## src/rtl/fifo_stream_reader_pkg.sv

```systemverilog
// Shared types and helpers for the FIFO stream reader: FSM state encoding
// and the constant log2 used to size the beat index.
package fifo_stream_reader_pkg;

  typedef enum logic {
    IDLE  = 1'b0,
    BURST = 1'b1
  } rd_state_e;

  // Ceiling log2 with a floor of 1 bit so a 2-beat burst still gets an index.
  function automatic int clog2_f(input int value);
    int res_v;
    res_v = 1;
    for (int i = 30; i >= 1; i--) begin
      if ((32'sd1 << i) >= value) begin
        res_v = i;
      end else begin
        res_v = res_v;
      end
    end
    return res_v;
  endfunction

endpackage

```

## src/rtl/fifo_stream_reader_if.sv

```systemverilog
// FIFO first-word-fall-through read port plus the outgoing valid/ready stream.
// master = the reader block, slave = FIFO/downstream side.
interface fifo_stream_reader_if #(
  parameter int DATA_SIZE = 8
);
  logic                 empty;
  logic [DATA_SIZE-1:0] r_data;
  logic                 r_en;
  logic [DATA_SIZE-1:0] out_data;
  logic                 out_valid;
  logic                 out_ready;
  logic                 out_last;

  modport master (
    input  empty, r_data, out_ready,
    output r_en, out_data, out_valid, out_last
  );

  modport slave (
    output empty, r_data, out_ready,
    input  r_en, out_data, out_valid, out_last
  );
endinterface

```

## src/rtl/fifo_stream_reader_skid.sv

```systemverilog
// Two-entry skid buffer: an output register backed by one skid register, so
// a pop issued while downstream stalls is never lost.
module stream_skid_buf #(
  parameter int WIDTH = 9
) (
  input  logic             clk,
  input  logic             rst_n,
  input  logic             push,
  input  logic [WIDTH-1:0] push_data,
  input  logic             out_ready,
  output logic             out_valid,
  output logic [WIDTH-1:0] out_data,
  output logic [1:0]       occ
);

  logic [1:0]       occ_r;
  logic [1:0]       occ_nxt_s;
  logic [WIDTH-1:0] head_r;
  logic [WIDTH-1:0] head_nxt_s;
  logic [WIDTH-1:0] skid_r;
  logic [WIDTH-1:0] skid_nxt_s;
  logic             valid_r;
  logic             xfer_s;

  assign xfer_s    = valid_r && out_ready;
  assign out_valid = valid_r;
  assign out_data  = head_r;
  assign occ       = occ_r;

  // Next occupancy and entry contents from push/transfer in the current cycle.
  always_comb begin
    occ_nxt_s  = occ_r;
    head_nxt_s = head_r;
    skid_nxt_s = skid_r;
    case (occ_r)
      2'd0: begin
        if (push) begin
          head_nxt_s = push_data;
          occ_nxt_s  = 2'd1;
        end else begin
          occ_nxt_s  = 2'd0;
        end
      end
      2'd1: begin
        if (push && xfer_s) begin
          head_nxt_s = push_data;
        end else if (push) begin
          skid_nxt_s = push_data;
          occ_nxt_s  = 2'd2;
        end else if (xfer_s) begin
          occ_nxt_s  = 2'd0;
        end else begin
          occ_nxt_s  = 2'd1;
        end
      end
      2'd2: begin
        // Pops are blocked while full, so only a transfer can change state here.
        if (xfer_s) begin
          head_nxt_s = skid_r;
          occ_nxt_s  = 2'd1;
        end else begin
          occ_nxt_s  = 2'd2;
        end
      end
      default: begin
        occ_nxt_s = 2'd0;
      end
    endcase
  end

  // Buffer state registers; reset discards any buffered words.
  always_ff @(posedge clk or negedge rst_n) begin
    if (!rst_n) begin
      occ_r   <= 2'd0;
      head_r  <= '0;
      skid_r  <= '0;
      valid_r <= 1'b0;
    end else begin
      occ_r   <= occ_nxt_s;
      head_r  <= head_nxt_s;
      skid_r  <= skid_nxt_s;
      valid_r <= (occ_nxt_s != 2'd0);
    end
  end

endmodule

```

## src/rtl/fifo_stream_reader.sv

```systemverilog
// Read-side FIFO consumer: pops FWFT words in fixed-length bursts and
// presents them on a registered valid/ready stream with a last-beat marker.
module fifo_stream_reader
  import fifo_stream_reader_pkg::*;
#(
  parameter int DATA_SIZE = 8,
  parameter int BURST_LEN = 16,
  parameter int CNT_W     = 16
) (
  input  logic                             r_clk,
  input  logic                             r_rst_n,
  input  logic                             rd_enable,
  fifo_stream_reader_if.master             bus,
  output logic                             busy,
  output logic [clog2_f(BURST_LEN)-1:0]    beat_idx,
  output logic [CNT_W-1:0]                 word_count
);

  localparam int               IDX_W    = clog2_f(BURST_LEN);
  localparam logic [IDX_W-1:0] LAST_IDX = IDX_W'(BURST_LEN - 1);

  rd_state_e            state_r;
  rd_state_e            state_nxt_s;
  logic [IDX_W-1:0]     beat_r;
  logic [IDX_W-1:0]     beat_nxt_s;
  logic [CNT_W-1:0]     cnt_r;
  logic                 pop_s;
  logic                 final_pop_s;
  logic                 xfer_s;
  logic [1:0]           occ_s;
  logic                 valid_s;
  logic [DATA_SIZE:0]   head_s;

  // Pop only when a word is present, a burst is open and the buffer has room.
  assign pop_s       = !bus.empty && (state_r == BURST) && (occ_s != 2'd2);
  assign final_pop_s = pop_s && (beat_r == LAST_IDX);
  assign xfer_s      = valid_s && bus.out_ready;

  assign bus.r_en      = pop_s;
  assign bus.out_valid = valid_s;
  assign bus.out_last  = head_s[DATA_SIZE];
  assign bus.out_data  = head_s[DATA_SIZE-1:0];
  assign busy          = (state_r == BURST) || (occ_s != 2'd0);
  assign beat_idx      = beat_r;
  assign word_count    = cnt_r;

  stream_skid_buf #(
    .WIDTH (DATA_SIZE + 1)
  ) u_skid (
    .clk       (r_clk),
    .rst_n     (r_rst_n),
    .push      (pop_s),
    .push_data ({final_pop_s, bus.r_data}),
    .out_ready (bus.out_ready),
    .out_valid (valid_s),
    .out_data  (head_s),
    .occ       (occ_s)
  );

  // Burst framing; rd_enable only matters when no burst is in progress.
  always_comb begin
    state_nxt_s = state_r;
    beat_nxt_s  = beat_r;
    case (state_r)
      IDLE: begin
        if (rd_enable && !bus.empty) begin
          state_nxt_s = BURST;
        end else begin
          state_nxt_s = IDLE;
        end
      end
      BURST: begin
        if (final_pop_s) begin
          beat_nxt_s  = '0;
          state_nxt_s = rd_enable ? BURST : IDLE;
        end else if (pop_s) begin
          beat_nxt_s  = beat_r + IDX_W'(1);
        end else begin
          beat_nxt_s  = beat_r;
        end
      end
      default: begin
        state_nxt_s = IDLE;
        beat_nxt_s  = '0;
      end
    endcase
  end

  // FSM state and beat index registers.
  always_ff @(posedge r_clk or negedge r_rst_n) begin
    if (!r_rst_n) begin
      state_r <= IDLE;
      beat_r  <= '0;
    end else begin
      state_r <= state_nxt_s;
      beat_r  <= beat_nxt_s;
    end
  end

  // Accepted-handshake counter, wrapping naturally at its width.
  always_ff @(posedge r_clk or negedge r_rst_n) begin
    if (!r_rst_n) begin
      cnt_r <= '0;
    end else if (xfer_s) begin
      cnt_r <= cnt_r + CNT_W'(1);
    end else begin
      cnt_r <= cnt_r;
    end
  end

endmodule

```

## src/flat_wrapper.sv

```systemverilog
// flat-port wrapper written by rule: the top's interface ports become plain ports
module fifo_stream_reader_flat import fifo_stream_reader_pkg::*;
#(
  parameter int DATA_SIZE = 8,
  parameter int BURST_LEN = 16,
  parameter int CNT_W     = 16
)
  (r_clk, r_rst_n, rd_enable, busy, beat_idx, word_count, bus_empty, bus_r_data, bus_out_ready, bus_r_en, bus_out_data, bus_out_valid, bus_out_last);
  fifo_stream_reader_if #(.DATA_SIZE(DATA_SIZE)) bus_i ();
  input  logic r_clk;
  input  logic r_rst_n;
  input  logic rd_enable;
  output logic busy;
  output logic [clog2_f(BURST_LEN)-1:0] beat_idx;
  output logic [CNT_W-1:0] word_count;
  input wire logic [$bits(bus_i.empty)-1:0] bus_empty;
  input wire logic [$bits(bus_i.r_data)-1:0] bus_r_data;
  input wire logic [$bits(bus_i.out_ready)-1:0] bus_out_ready;
  output wire logic [$bits(bus_i.r_en)-1:0] bus_r_en;
  output wire logic [$bits(bus_i.out_data)-1:0] bus_out_data;
  output wire logic [$bits(bus_i.out_valid)-1:0] bus_out_valid;
  output wire logic [$bits(bus_i.out_last)-1:0] bus_out_last;
  assign bus_i.empty = bus_empty;
  assign bus_i.r_data = bus_r_data;
  assign bus_i.out_ready = bus_out_ready;
  assign bus_r_en = bus_i.r_en;
  assign bus_out_data = bus_i.out_data;
  assign bus_out_valid = bus_i.out_valid;
  assign bus_out_last = bus_i.out_last;
  fifo_stream_reader #(.DATA_SIZE(DATA_SIZE), .BURST_LEN(BURST_LEN), .CNT_W(CNT_W)) u_core (.r_clk(r_clk), .r_rst_n(r_rst_n), .rd_enable(rd_enable), .bus(bus_i), .busy(busy), .beat_idx(beat_idx), .word_count(word_count));
endmodule
```

## config.mk

```make
export PLATFORM = sky130hd
export DESIGN_NAME = fifo_stream_reader_flat
export DESIGN_NICKNAME = d
export VERILOG_FILES = /design/src/rtl/fifo_stream_reader_pkg.sv /design/src/rtl/fifo_stream_reader_if.sv /design/src/rtl/fifo_stream_reader_skid.sv /design/src/rtl/fifo_stream_reader.sv /design/src/flat_wrapper.sv
export SDC_FILE = /design/constraint.sdc
export NUM_CORES = 1
export LEC_CHECK = 0
export ABC_AREA = 1
export CAP_MARGIN = 20
export CORE_AREA = 5 5 70 72
export CTS_BUF_LIST = sky130_fd_sc_hd__clkbuf_2 sky130_fd_sc_hd__clkbuf_4 sky130_fd_sc_hd__clkbuf_8
export DETAILED_ROUTE_END_ITERATION = 10
export DIE_AREA = 0 0 75 77
export GPL_ROUTABILITY_DRIVEN = 0
export GPL_TIMING_DRIVEN = 0
export PLACE_DENSITY = 0.77
export SLEW_MARGIN = 20
export SYNTH_ARGS = -nofsm -noshare
export SYNTH_HDL_FRONTEND = slang
export SYNTH_SLANG_ARGS = --single-unit
export TNS_END_PERCENT = 1
```

## constraint.sdc

```tcl
create_clock -name r_clk -period 1.55 [get_ports r_clk]
set_clock_uncertainty 0.15 [all_clocks]
set_input_delay 0.2325 -clock r_clk [delete_from_list [all_inputs] [get_ports r_clk]]
set_output_delay 0.2325 -clock r_clk [all_outputs]
set_load 0.01 [all_outputs]
```

==> impl_metrics.ini, run 1 <==
[finish]
finalNonFillerCells = 358
final_common_cell = nand2_1
nets = 320
num_antenna_cells = 0
utilization = 0.6507
final_cell_mix = nand2_1, dfrtp_1, dlygate4sd2_1
syn2layout_area_growth_pct = 36.09
nFillCells = 363
drive_above_1_share = 0.1895

[power_and_ir_drop]
p_per_area_nw_per_um2 = 1543
leakage_uw = 0.001457
irDropWorstVdd_v = 0.001044

[timing]
hold_violations = 0
whs_ns = 0.2159
fmax_mhz = 638.1
layout_setup_ws_ns = -0.01724
rsz0062_at_grt = yes
timing.slew.headroom = 0.7950
setup_viol = 1
slew_viol_final = 0
finalCritPeriodShare = 1.011
max_slew.worst_pin.slew_ns = 0.3075
finalCriticalPeriod_ns = 1.567

[setup_path]
cp_slowest_cell = dfrtp_1
required_ns = 1.17
critPathKind = reg2out
crit_arrival_ns = 1.18
critPathMaxStageDelay_ns = 0.39
crit_path_end_kind = primary output
path_cells = inv_2 > nand2_4 > or2_4 > buf_6
critical_path.n_buffers_inverters = 2
critPathTopFamily = flip-flops
crit_fanout = 3
setup.worst_path.start_class = register

[place]
place_inst = 335
dp_hpwl_um = 3089
io_buffers = 44

[die]
die_height_um = 77
ios = 45
die_area_sq_um = 5775
start_util = 0.4781
core_sq_um = 4234
fp.dieW_um = 75
row_count = 24

[clock_network]
clock_path_buffers = 2
root_buffer = clkbuf_8
clkTransAtPathRegs_ns = 0.08
clkLatencyLatePin_ns = 0.28
clock_sinks = 42
h-tree-depth = 2
cts_tree = yes
numCtsBuffers = 5

[routing]
wirelength_um = 4410
vias = 1737
drtIter0Drc = 58
viasPerCell = 4.852
drcViolationCount = 0
wl_per_cell_um = 12.32
dr.pass1.iters = 6
antenna_left = 0

[global_route]
grt_pass1_vias = 1724
grt_pass1_wl_um = 7728
grt-ovfl-total = 0
antenna_found_initial = 0
grt_max_degree = 31
track_usage = 0.1701

[run_status]
status = finished, violations left
violations = setup timing

[synth]
yosysSeqAreaShare = 0.5192
yosysWarningCount = 0
syn_avg_cell_area_sq_um = 8.506
synth_nets = 253
ys_seq_elements = 42
synth_cell_types = 27
synth_cells = 238
synthesis.area_sq_um = 2024

[worst_hold_path]
hp-class = in2async

[job]
cap_violations = 0
[timing repair]
item,CTS,global route
resized for setup,43,8
setup buffers,13,1
pin swaps,2,3
setup endpoints to repair,38,18
hold buffers,1,0
hold endpoints to repair,42,0
[per-layer routing]
metal  wire length [um]  vias up  GRT usage
met2               2260       38     0.2840
met1               1894      813     0.2161
met4                 48        0    0.05338
met5                  0        -          0
li1                   -      881          -
met3                207        5    0.03529
[through the flow]
stage                     setup WS [ns]  total power, uW  cell area [sq um]  TNS [ns]
final                          -0.01724             4253               2755  -0.01724
after global routing           -0.08286             4591               2755   -0.1813
after CTS                      -0.01983             4217               2718  -0.04615
after detailed placement        -0.3862             3476               2545    -6.499
after global placement          -0.9957             3415               2530    -47.74
after floorplan                  0.1455             2702               2024         0
[power breakdown]
| part | switching (uW) | internal, uW |
|---|---|---|
| clock | 352 | 377 |
| sequential | 246 | 1460 |
| combinational | 990 | 831 |
[cell families (layout without fill, tap and decap cells)]
group | after synthesis | after routing | synth area share
xor+xnor | 11 | 11 | 0.04759
fa+ha+maj | 2 | 2 | 0.01236
simple gates | 125 | 125 | 0.2818
compound gates | 26 | 26 | 0.06984
flops | 42 | 42 | 0.5192
buf+inv | 32 | 100 | 0.06922
[path summary, 6_finish.rpt]
check / startpoint / endpoint / slack, ns / cells past startpoint
max in group asynchronous: r_rst_n / u_core.word_count[14] / 0.58 / 3
worst max-delay path: u_core.u_skid.occ[1] / busy / -0.02 / 4
worst max register to register: u_core.u_skid.occ[1] / u_core.u_skid.out_valid / 0.06 / 7
min in group r_clk: u_core.u_skid.out_data[2] / u_core.u_skid.out_data[2] / 0.33 / 2
worst min-delay path: r_rst_n / u_core.word_count[0] / 0.22 / 2
worst min register to register: u_core.u_skid.out_data[2] / u_core.u_skid.out_data[2] / 0.33 / 2
[synthesized netlist by cell type]
cell / count / share of area
xor2_1: 4 / 0.017
buf_8: 1 / 0.0074
nand4_1: 6 / 0.019
a21oi_1: 4 / 0.0099
ha_1: 2 / 0.012
o21ai_2: 2 / 0.0087
nor3_1: 1 / 0.0025
inv_1: 25 / 0.046
nand2_1: 77 / 0.14
nand4_2: 1 / 0.0062
nand2_2: 11 / 0.034
o21ai_0: 14 / 0.035
inv_4: 1 / 0.0031
nand3b_1: 2 / 0.0074
nor2_1: 15 / 0.028
buf_2: 2 / 0.0049
nor2_4: 2 / 0.011
xnor2_1: 7 / 0.030
nor3_4: 1 / 0.0080
nand3_1: 7 / 0.017
dfrtp_1: 42 / 0.52
buf_4: 1 / 0.0037
inv_2: 2 / 0.0037
o21ai_1: 5 / 0.012
a21oi_2: 1 / 0.0043
or2_2: 1 / 0.0031
nor2_2: 1 / 0.0031
[registers in the layout, summed over array words and instances (netlist names)]
register / count
u_core.u_skid.skid_r: 9
u_core.u_skid.out_data: 9
u_core.beat_idx: 4
u_core.u_skid.out_valid: 1
u_core.word_count: 16
u_core.state_r: 1
u_core.u_skid.occ: 2
[area by class of cell]
class / count / area [sq um] / area share
multi-input cells: 164 / 860.8 / 0.3124
inverters: 28 / 107.6 / 0.03906
clock inverters: 1 / 5.005 / 0.001817
repair buffers: 60 / 539.3 / 0.1957
plain buffers: 4 / 36.28 / 0.01317
clock buffers: 7 / 90.09 / 0.03270
well taps: 52 / 65.06 / 0.02361
flip-flops and latches: 42 / 1051 / 0.3815
(Power assumes the default switching activity.)
==> run 2, diff against run 1 <==
--- a/config.mk
+++ b/config.mk
@@ -9,6 +9,7 @@
 export CAP_MARGIN = 20
 export CORE_AREA = 5 5 70 72
 export CTS_BUF_LIST = sky130_fd_sc_hd__clkbuf_2 sky130_fd_sc_hd__clkbuf_4 sky130_fd_sc_hd__clkbuf_8
+export CTS_CLUSTER_SIZE = 30
 export DETAILED_ROUTE_END_ITERATION = 10
 export DIE_AREA = 0 0 75 77
 export GPL_ROUTABILITY_DRIVEN = 0
==> results of run 2 <==
No change in the layout: final DEF, timing and power equal those of run 1.
